[src/rtl/kws_wb_pkg.sv]
// Shared types and widths for the KWS Wishbone initiator and its command FIFO.
package kws_wb_pkg;

    localparam int WB_AW = 32;
    localparam int WB_DW = 32;
    localparam int WB_SW = 4;
    localparam int CMD_W = 1 + WB_SW + WB_AW + WB_DW;

    typedef enum logic [1:0] {
        ST_IDLE = 2'd0,
        ST_BUS  = 2'd1,
        ST_RESP = 2'd2
    } state_e;

    typedef struct packed {
        logic             we;
        logic [WB_SW-1:0] sel;
        logic [WB_AW-1:0] adr;
        logic [WB_DW-1:0] dat;
    } cmd_t;

endpackage

[src/rtl/kws_cmd_fifo.sv]
// Synchronous command FIFO with a registered head word, valid whenever !empty.
module kws_cmd_fifo #(
    parameter int WIDTH = 69,
    parameter int DEPTH = 4
) (
    input  logic             clk,
    input  logic             rst_n,
    input  logic             push,
    input  logic [WIDTH-1:0] din,
    input  logic             pop,
    output logic [WIDTH-1:0] dout,
    output logic             full,
    output logic             empty
);

    localparam int AW = $clog2(DEPTH);
    localparam logic [AW:0] FULL_CNT = (AW + 1)'(DEPTH);

    logic [WIDTH-1:0] mem_q [DEPTH];
    logic [AW-1:0]    wr_ptr_q, wr_ptr_d;
    logic [AW-1:0]    rd_ptr_q, rd_ptr_d;
    logic [AW:0]      count_q, count_d;
    logic [WIDTH-1:0] dout_q, dout_d;
    logic             do_push, do_pop;

    always_comb begin
        do_push  = push && (count_q != FULL_CNT);
        do_pop   = pop && (count_q != '0);
        wr_ptr_d = wr_ptr_q;
        rd_ptr_d = rd_ptr_q;
        count_d  = count_q;
        dout_d   = dout_q;
        if (do_push) wr_ptr_d = wr_ptr_q + AW'(1);
        if (do_pop)  rd_ptr_d = rd_ptr_q + AW'(1);
        if (do_push && !do_pop) count_d = count_q + (AW + 1)'(1);
        if (!do_push && do_pop) count_d = count_q - (AW + 1)'(1);
        // The head register always holds the oldest entry still stored.
        if (do_pop) begin
            if (count_q > (AW + 1)'(1)) dout_d = mem_q[rd_ptr_q + AW'(1)];
            else if (do_push)           dout_d = din;
        end else if (do_push && count_q == '0) begin
            dout_d = din;
        end
    end

    always_ff @(posedge clk) begin
        if (do_push) mem_q[wr_ptr_q] <= din;
    end

    always_ff @(posedge clk or negedge rst_n) begin
        if (!rst_n) begin
            wr_ptr_q <= '0;
            rd_ptr_q <= '0;
            count_q  <= '0;
            dout_q   <= '0;
        end else begin
            wr_ptr_q <= wr_ptr_d;
            rd_ptr_q <= rd_ptr_d;
            count_q  <= count_d;
            dout_q   <= dout_d;
        end
    end

    assign dout  = dout_q;
    assign full  = (count_q == FULL_CNT);
    assign empty = (count_q == '0);

endmodule

[src/rtl/kws_wb_master.sv]
// Wishbone classic initiator: queued commands issued one at a time, one response each.
module kws_wb_master
    import kws_wb_pkg::*;
#(
    parameter int FIFO_DEPTH     = 4,
    parameter int TIMEOUT_CYCLES = 255
) (
    input  logic             clk,
    input  logic             rst_n,
    input  logic             cmd_valid,
    output logic             cmd_ready,
    input  logic             cmd_we,
    input  logic [WB_SW-1:0] cmd_sel,
    input  logic [WB_AW-1:0] cmd_addr,
    input  logic [WB_DW-1:0] cmd_data,
    output logic             rsp_valid,
    input  logic             rsp_ready,
    output logic [WB_DW-1:0] rsp_data,
    output logic             rsp_err,
    output logic             busy,
    output logic             wbm_cyc_o,
    output logic             wbm_stb_o,
    output logic             wbm_we_o,
    output logic [WB_SW-1:0] wbm_sel_o,
    output logic [WB_AW-1:0] wbm_adr_o,
    output logic [WB_DW-1:0] wbm_dat_o,
    input  logic [WB_DW-1:0] wbm_dat_i,
    input  logic             wbm_ack_i
);

    localparam int CNT_W = $clog2(TIMEOUT_CYCLES + 1);
    localparam logic [CNT_W-1:0] CNT_MAX = CNT_W'(TIMEOUT_CYCLES);

    state_e           state_q, state_d;
    logic [CNT_W-1:0] cnt_q, cnt_d;
    logic             cyc_q, cyc_d;
    logic             we_q, we_d;
    logic [WB_SW-1:0] sel_q, sel_d;
    logic [WB_AW-1:0] adr_q, adr_d;
    logic [WB_DW-1:0] dat_q, dat_d;
    logic             rsp_valid_q, rsp_valid_d;
    logic [WB_DW-1:0] rsp_data_q, rsp_data_d;
    logic             rsp_err_q, rsp_err_d;

    cmd_t cmd_in, cmd_head;
    logic fifo_full, fifo_empty, fifo_pop;

    assign cmd_in = '{we: cmd_we, sel: cmd_sel, adr: cmd_addr, dat: cmd_data};

    kws_cmd_fifo #(
        .WIDTH (CMD_W),
        .DEPTH (FIFO_DEPTH)
    ) u_fifo (
        .clk   (clk),
        .rst_n (rst_n),
        .push  (cmd_valid),
        .din   (cmd_in),
        .pop   (fifo_pop),
        .dout  (cmd_head),
        .full  (fifo_full),
        .empty (fifo_empty)
    );

    always_comb begin
        state_d     = state_q;
        cnt_d       = cnt_q;
        cyc_d       = cyc_q;
        we_d        = we_q;
        sel_d       = sel_q;
        adr_d       = adr_q;
        dat_d       = dat_q;
        rsp_valid_d = rsp_valid_q;
        rsp_data_d  = rsp_data_q;
        rsp_err_d   = rsp_err_q;
        fifo_pop    = 1'b0;
        case (state_q)
            ST_IDLE: begin
                if (!fifo_empty) begin
                    fifo_pop = 1'b1;
                    we_d     = cmd_head.we;
                    sel_d    = cmd_head.sel;
                    adr_d    = cmd_head.adr;
                    dat_d    = cmd_head.dat;
                    cyc_d    = 1'b1;
                    cnt_d    = '0;
                    state_d  = ST_BUS;
                end
            end
            ST_BUS: begin
                cnt_d = cnt_q + CNT_W'(1);
                // Ack wins over a timeout landing on the same edge.
                if (wbm_ack_i) begin
                    cyc_d       = 1'b0;
                    rsp_valid_d = 1'b1;
                    rsp_err_d   = 1'b0;
                    rsp_data_d  = we_q ? '0 : wbm_dat_i;
                    state_d     = ST_RESP;
                end else if (cnt_d == CNT_MAX) begin
                    cyc_d       = 1'b0;
                    rsp_valid_d = 1'b1;
                    rsp_err_d   = 1'b1;
                    rsp_data_d  = '0;
                    state_d     = ST_RESP;
                end
            end
            ST_RESP: begin
                if (rsp_ready) begin
                    rsp_valid_d = 1'b0;
                    cnt_d       = '0;
                    state_d     = ST_IDLE;
                end
            end
            default: state_d = ST_IDLE;
        endcase
    end

    always_ff @(posedge clk or negedge rst_n) begin
        if (!rst_n) begin
            state_q     <= ST_IDLE;
            cnt_q       <= '0;
            cyc_q       <= 1'b0;
            we_q        <= 1'b0;
            sel_q       <= '0;
            adr_q       <= '0;
            dat_q       <= '0;
            rsp_valid_q <= 1'b0;
            rsp_data_q  <= '0;
            rsp_err_q   <= 1'b0;
        end else begin
            state_q     <= state_d;
            cnt_q       <= cnt_d;
            cyc_q       <= cyc_d;
            we_q        <= we_d;
            sel_q       <= sel_d;
            adr_q       <= adr_d;
            dat_q       <= dat_d;
            rsp_valid_q <= rsp_valid_d;
            rsp_data_q  <= rsp_data_d;
            rsp_err_q   <= rsp_err_d;
        end
    end

    assign cmd_ready = !fifo_full;
    assign busy      = !fifo_empty || (state_q != ST_IDLE);
    assign wbm_cyc_o = cyc_q;
    assign wbm_stb_o = cyc_q;
    assign wbm_we_o  = we_q;
    assign wbm_sel_o = sel_q;
    assign wbm_adr_o = adr_q;
    assign wbm_dat_o = dat_q;
    assign rsp_valid = rsp_valid_q;
    assign rsp_data  = rsp_data_q;
    assign rsp_err   = rsp_err_q;

endmodule

[config.mk]
export PLATFORM = sky130hd
export DESIGN_NAME = kws_wb_master
export DESIGN_NICKNAME = d
export VERILOG_FILES = /design/src/rtl/kws_wb_pkg.sv /design/src/rtl/kws_cmd_fifo.sv /design/src/rtl/kws_wb_master.sv
export SDC_FILE = /design/constraint.sdc
export NUM_CORES = 1
export LEC_CHECK = 0
export BUFFER_PORTS_ARGS = -buffer_cell sky130_fd_sc_hd__buf_2
export CAP_MARGIN = 10
export CELL_PAD_IN_SITES_DETAIL_PLACEMENT = 1
export CELL_PAD_IN_SITES_GLOBAL_PLACEMENT = 2
export CORE_UTILIZATION = 35
export DETAILED_ROUTE_END_ITERATION = 12
export PLACE_DENSITY = 0.77
export SETUP_SLACK_MARGIN = 0.2
export SLEW_MARGIN = 20
export SYNTH_ARGS = -nofsm -noshare
export SYNTH_HDL_FRONTEND = slang
export SYNTH_SLANG_ARGS = --single-unit
[constraint.sdc]
create_clock -name clk -period 4.1 [get_ports clk]
set_clock_uncertainty 0.05 [all_clocks]
set_input_delay 0.205 -clock clk [delete_from_list [all_inputs] [get_ports clk]]
set_output_delay 0.205 -clock clk [all_outputs]
set_load 0.01 [all_outputs]
==> results.md <==
- Status: completed
- CTS max path bufs: 3
- Slew Limit Headroom: 32.1%
- Setup crit start kind: register
- Final Setup Violations: 0
- Final Max Tran Viols: 0
- WS Path Type: reg -> reg
- All-Layer GR Usage: about 17%
- YS warnings: 0
- Hold Crit Start: cmd_valid
- DRC Markers: 0
- Net Count, Synth: 1259
- Largest cells by area after synthesis: edfxtp_1 45%, dfrtp_1 26%, mux4_2 8.4%
- Post-Synth Adder-Cell Area: 0.747%
- Initial Util: 35.7%
- Clk sink count: 466
- Multi-input logic area: 4970 µm²
- Post-route setup TNS: 0 ns
- Pre-CTS setup slack: 1.39 ns
- Post-synthesis simple-gate area fraction: around 5.5%
- Xor/xnor cell area share of the yosys netlist: less than 1%
- Worst r2r src: cnt_q[0]$_DFFE_PN0P_
- CTS Buf Count: 50
- Nature of the critical path endpoint: register
- Switch share: 32.7%
- Avg Inst Size Synth: 16.1 µm²
- Layout area overhead: 25.7%
- Max FO, Critical Path: 34
- Die ar.: ~54000 µm²
- Crit path cell chain: ha_1 > or2_2 > nor4_1 > a211o_1 > o21ai_0
- Synth Area in Compound Gates: 3.27%
- Chip width: 231 µm
- Synth cell types: 42
- I/O Pins: roughly 210
- Core Rows: 83
- Largest net degree at the start of global routing: 85
- Start point of the critical path: cnt_q[0]$_DFFE_PN0P_
- Register area: 13100 µm²
- Core footprint: 51600 µm²
- Clock Power Share: 25.9%
- Cells after synthesis: between 1000 and 1500
- Max-cap violations: 0
- Sequential fraction of the synthesis area: around 70%
- Via density: between 4 and 5
- Initial antenna violation count: 3
- DR iter-0 viols: 598
- FFs w/ async S/R, synth: a little over 40%
- Post-route cell area: 23200 µm²
- # fillers: 5122
- Crit path max-delay cell type: a211o_1
- Via count: 10700
- HPWL after DPL: 25800 µm
- Largest family of logic cells by synthesized area: multiplexers
- Port Buffer Count: 212
- CTS clock-pin slew for the worst setup and hold paths: approximately 0.060 ns
- Postcts setup bufs: 0
- CTS tree: done
- Wire per inst: 20.3 µm
- Fin crit period: around 2.8 ns
- Most frequent cell after synthesis: edfxtp_1
- Htree depth: 2
- NetSw: just over 6 mW
- Main synth FF type: edfxtp_1
- Die Y-Extent: ~230 µm
- Placer Congestion: 0.733
- Post-route ant nets: 0
- DP Area: ~20000 µm²
- Final Hold Viols: 0
- Worst setup margin: 1.35 ns
- Internal power component: ~12 mW
- Flop pwr share: between 30 and 40%
- Final #Nets: 1588
- Slew @ Worst Pin: a little over 1 ns
- CTS Root Cell: clkbuf_16
- Max stage delay on crit path: ~0.85 ns
- Layout cells sized above 1: 34.4%
- Most instantiated cells after synthesis: 276 x edfxtp_1, 221 x nand2_1, 190 x dfrtp_1, 128 x mux2_2, 69 x mux4_2
- Max IR drop VDD: between 0.0004 and 0.0005 V
- Proportion of netlist area held by the largest area contributor: between 40 and 50%
- Area leader, netlist: edfxtp_1
- Number of flops mapped to enable cells by yosys: approximately 280
- Worst-Skew Late Latency: 0.59 ns
- Logic pwr share: approximately a third
- Global-route wire length before repair: 69900 µm
- Total grt overflow: 0
- Data arrival time of the worst path: 3.11 ns
- Yosys reg bits: 466
- Vias in the first global route: 11800
- LEAKAGE: between 9 and 10 nW
- Fmax achieved: between 0.3 and 0.4 GHz
- Hold Path Class: in -> reg
- CP required: around 4.5 ns
- DR pass1 iterations: 4
- RSZ-0062 raised after global routing: no
- Synth Cell Area: 18400 µm²
- Cell Pwr Density: 801 nW/µm²
- Multiplexer area fraction after synthesis: 16.9%
- Routed wire length: 44500 µm
- Final worst path period share: 67.2%
==> worst max-delay path: cells and delay by family (launching register included) <==
| kind | cells | cell delay [ns] |
|---|---|---|
| AO/OA/AOI/OAI | 2 | 1.09 |
| adder cells (fa/ha/maj) | 1 | 0.28 |
| flip-flops | 1 | 0.43 |
| AND/OR/NAND/NOR | 2 | 0.72 |
==> registers in the layout, summed over array words and instances (netlist names), 2 cells and up <==
name / flops
u_fifo.mem_q: 276
u_fifo.count_q: 3
wbm_adr_o: 32
cnt_q: 8
u_fifo.rd_ptr_q: 2
wbm_sel_o: 4
rsp_data: 32
state_q: 2
u_fifo.dout: 69
u_fifo.wr_ptr_q: 2
wbm_dat_o: 32
==> cell families (layout without fill, tap and decap cells) <==
logic type | count (synthesis) | after routing
DFF | 466 | 466
buffers and inverters | 101 | 472
muxes | 208 | 208
adders and majority gates | 11 | 11
xor gates and xnor gates | 8 | 8
AOI/OAI and AO/OA | 94 | 94
other | 0 | 3
and+or+nand+nor | 254 | 254
==> power by group through the flow <==
stage | registers (mW) | logic (mW) | clock network, mW
after floorplan | 7.40 | 4.31 | 0
after global placement | 7.38 | 6.32 | 0
after detailed placement | 7.46 | 6.45 | 0
after CTS | 7.39 | 6.57 | 4.94
after global routing | 7.54 | 7.07 | 5.10
final | 7.36 | 6.38 | 4.81
==> cell usage in the layout, fill, tap and decap left out, types with 3 or more instances in the layout <==
master           n
nand3_1          4
buf_12           7
buf_4           11
nand2_1        220
dfrtp_1        188
clkbuf_1         9
clkbuf_8         7
and2_1           3
clkbuf_16       54
diode_2          3
xnor2_1          8
mux2_2         128
inv_1           42
nand2b_1         4
buf_2          211
o21ai_0         47
edfxtp_1       276
and3_4           4
clkinv_1         5
o31ai_1          3
mux2_1          10
nor2_1           8
ha_1            11
a22oi_1         32
clkinv_2        10
mux4_2          69
dlygate4sd3_1  105
bufinv_16        7
==> routing by layer <==
layer / vias up / part of all wire [%] / global-route usage [%]
met4: 2 / 2.2 / 5.61
met5: - / 0.022 / 0
li1: 4864 / - / -
met2: 188 / 51 / 29.3
met1: 5590 / 43 / 21.9
met3: 62 / 3.6 / 2.62
==> metrics by stage <==
step	util (%)	hold slack, ns	power [mW]	instances
final	44.9	0.0613	18.5	2196
after global routing	44.9	0.0634	19.7	2195
after CTS	44.9	0.0309	18.9	2193
after detailed placement	39.4	0.289	13.9	1994
after global placement	39.4	0.287	13.7	1994
after floorplan	-	-0.141	11.7	1142
==> worst paths after layout <==
kind | cells past startpoint | slack [ns] | endpoint
max | 5 | 1.35 | rsp_data[18]$_DFFE_PN0P_
min | 3 | 0.06 | u_fifo.wr_ptr_q[0]$_DFFE_PN0P_
max reg2reg | 5 | 1.35 | rsp_data[18]$_DFFE_PN0P_
min in group asynchronous | 2 | 0.20 | rsp_data[16]$_DFFE_PN0P_
max in group asynchronous | 3 | 2.84 | u_fifo.dout[9]$_DFFE_PN0P_
min reg2reg | 2 | 0.42 | wbm_dat_o[0]$_DFFE_PN0P_
==> area by class of cell <==
| cell class | count | area share (%) |
|---|---|---|
| antenna | 3 | 0.0324 |
| clock buffer | 69 | 6.34 |
| clock inverter | 25 | 1.32 |
| inverter | 43 | 0.702 |
| multi-input combinational | 575 | 21.5 |
| sequential | 466 | 56.4 |
| tap | 680 | 3.67 |
| timing repair buffer | 335 | 10.1 |
==> repair_timing <==
action	4_1_cts	5_1_grt
endpoints found under the hold margin	455	0
hold buffers	105	0
resized for setup	0	0
No activity file was read; power rests on OpenSTA's default activity.
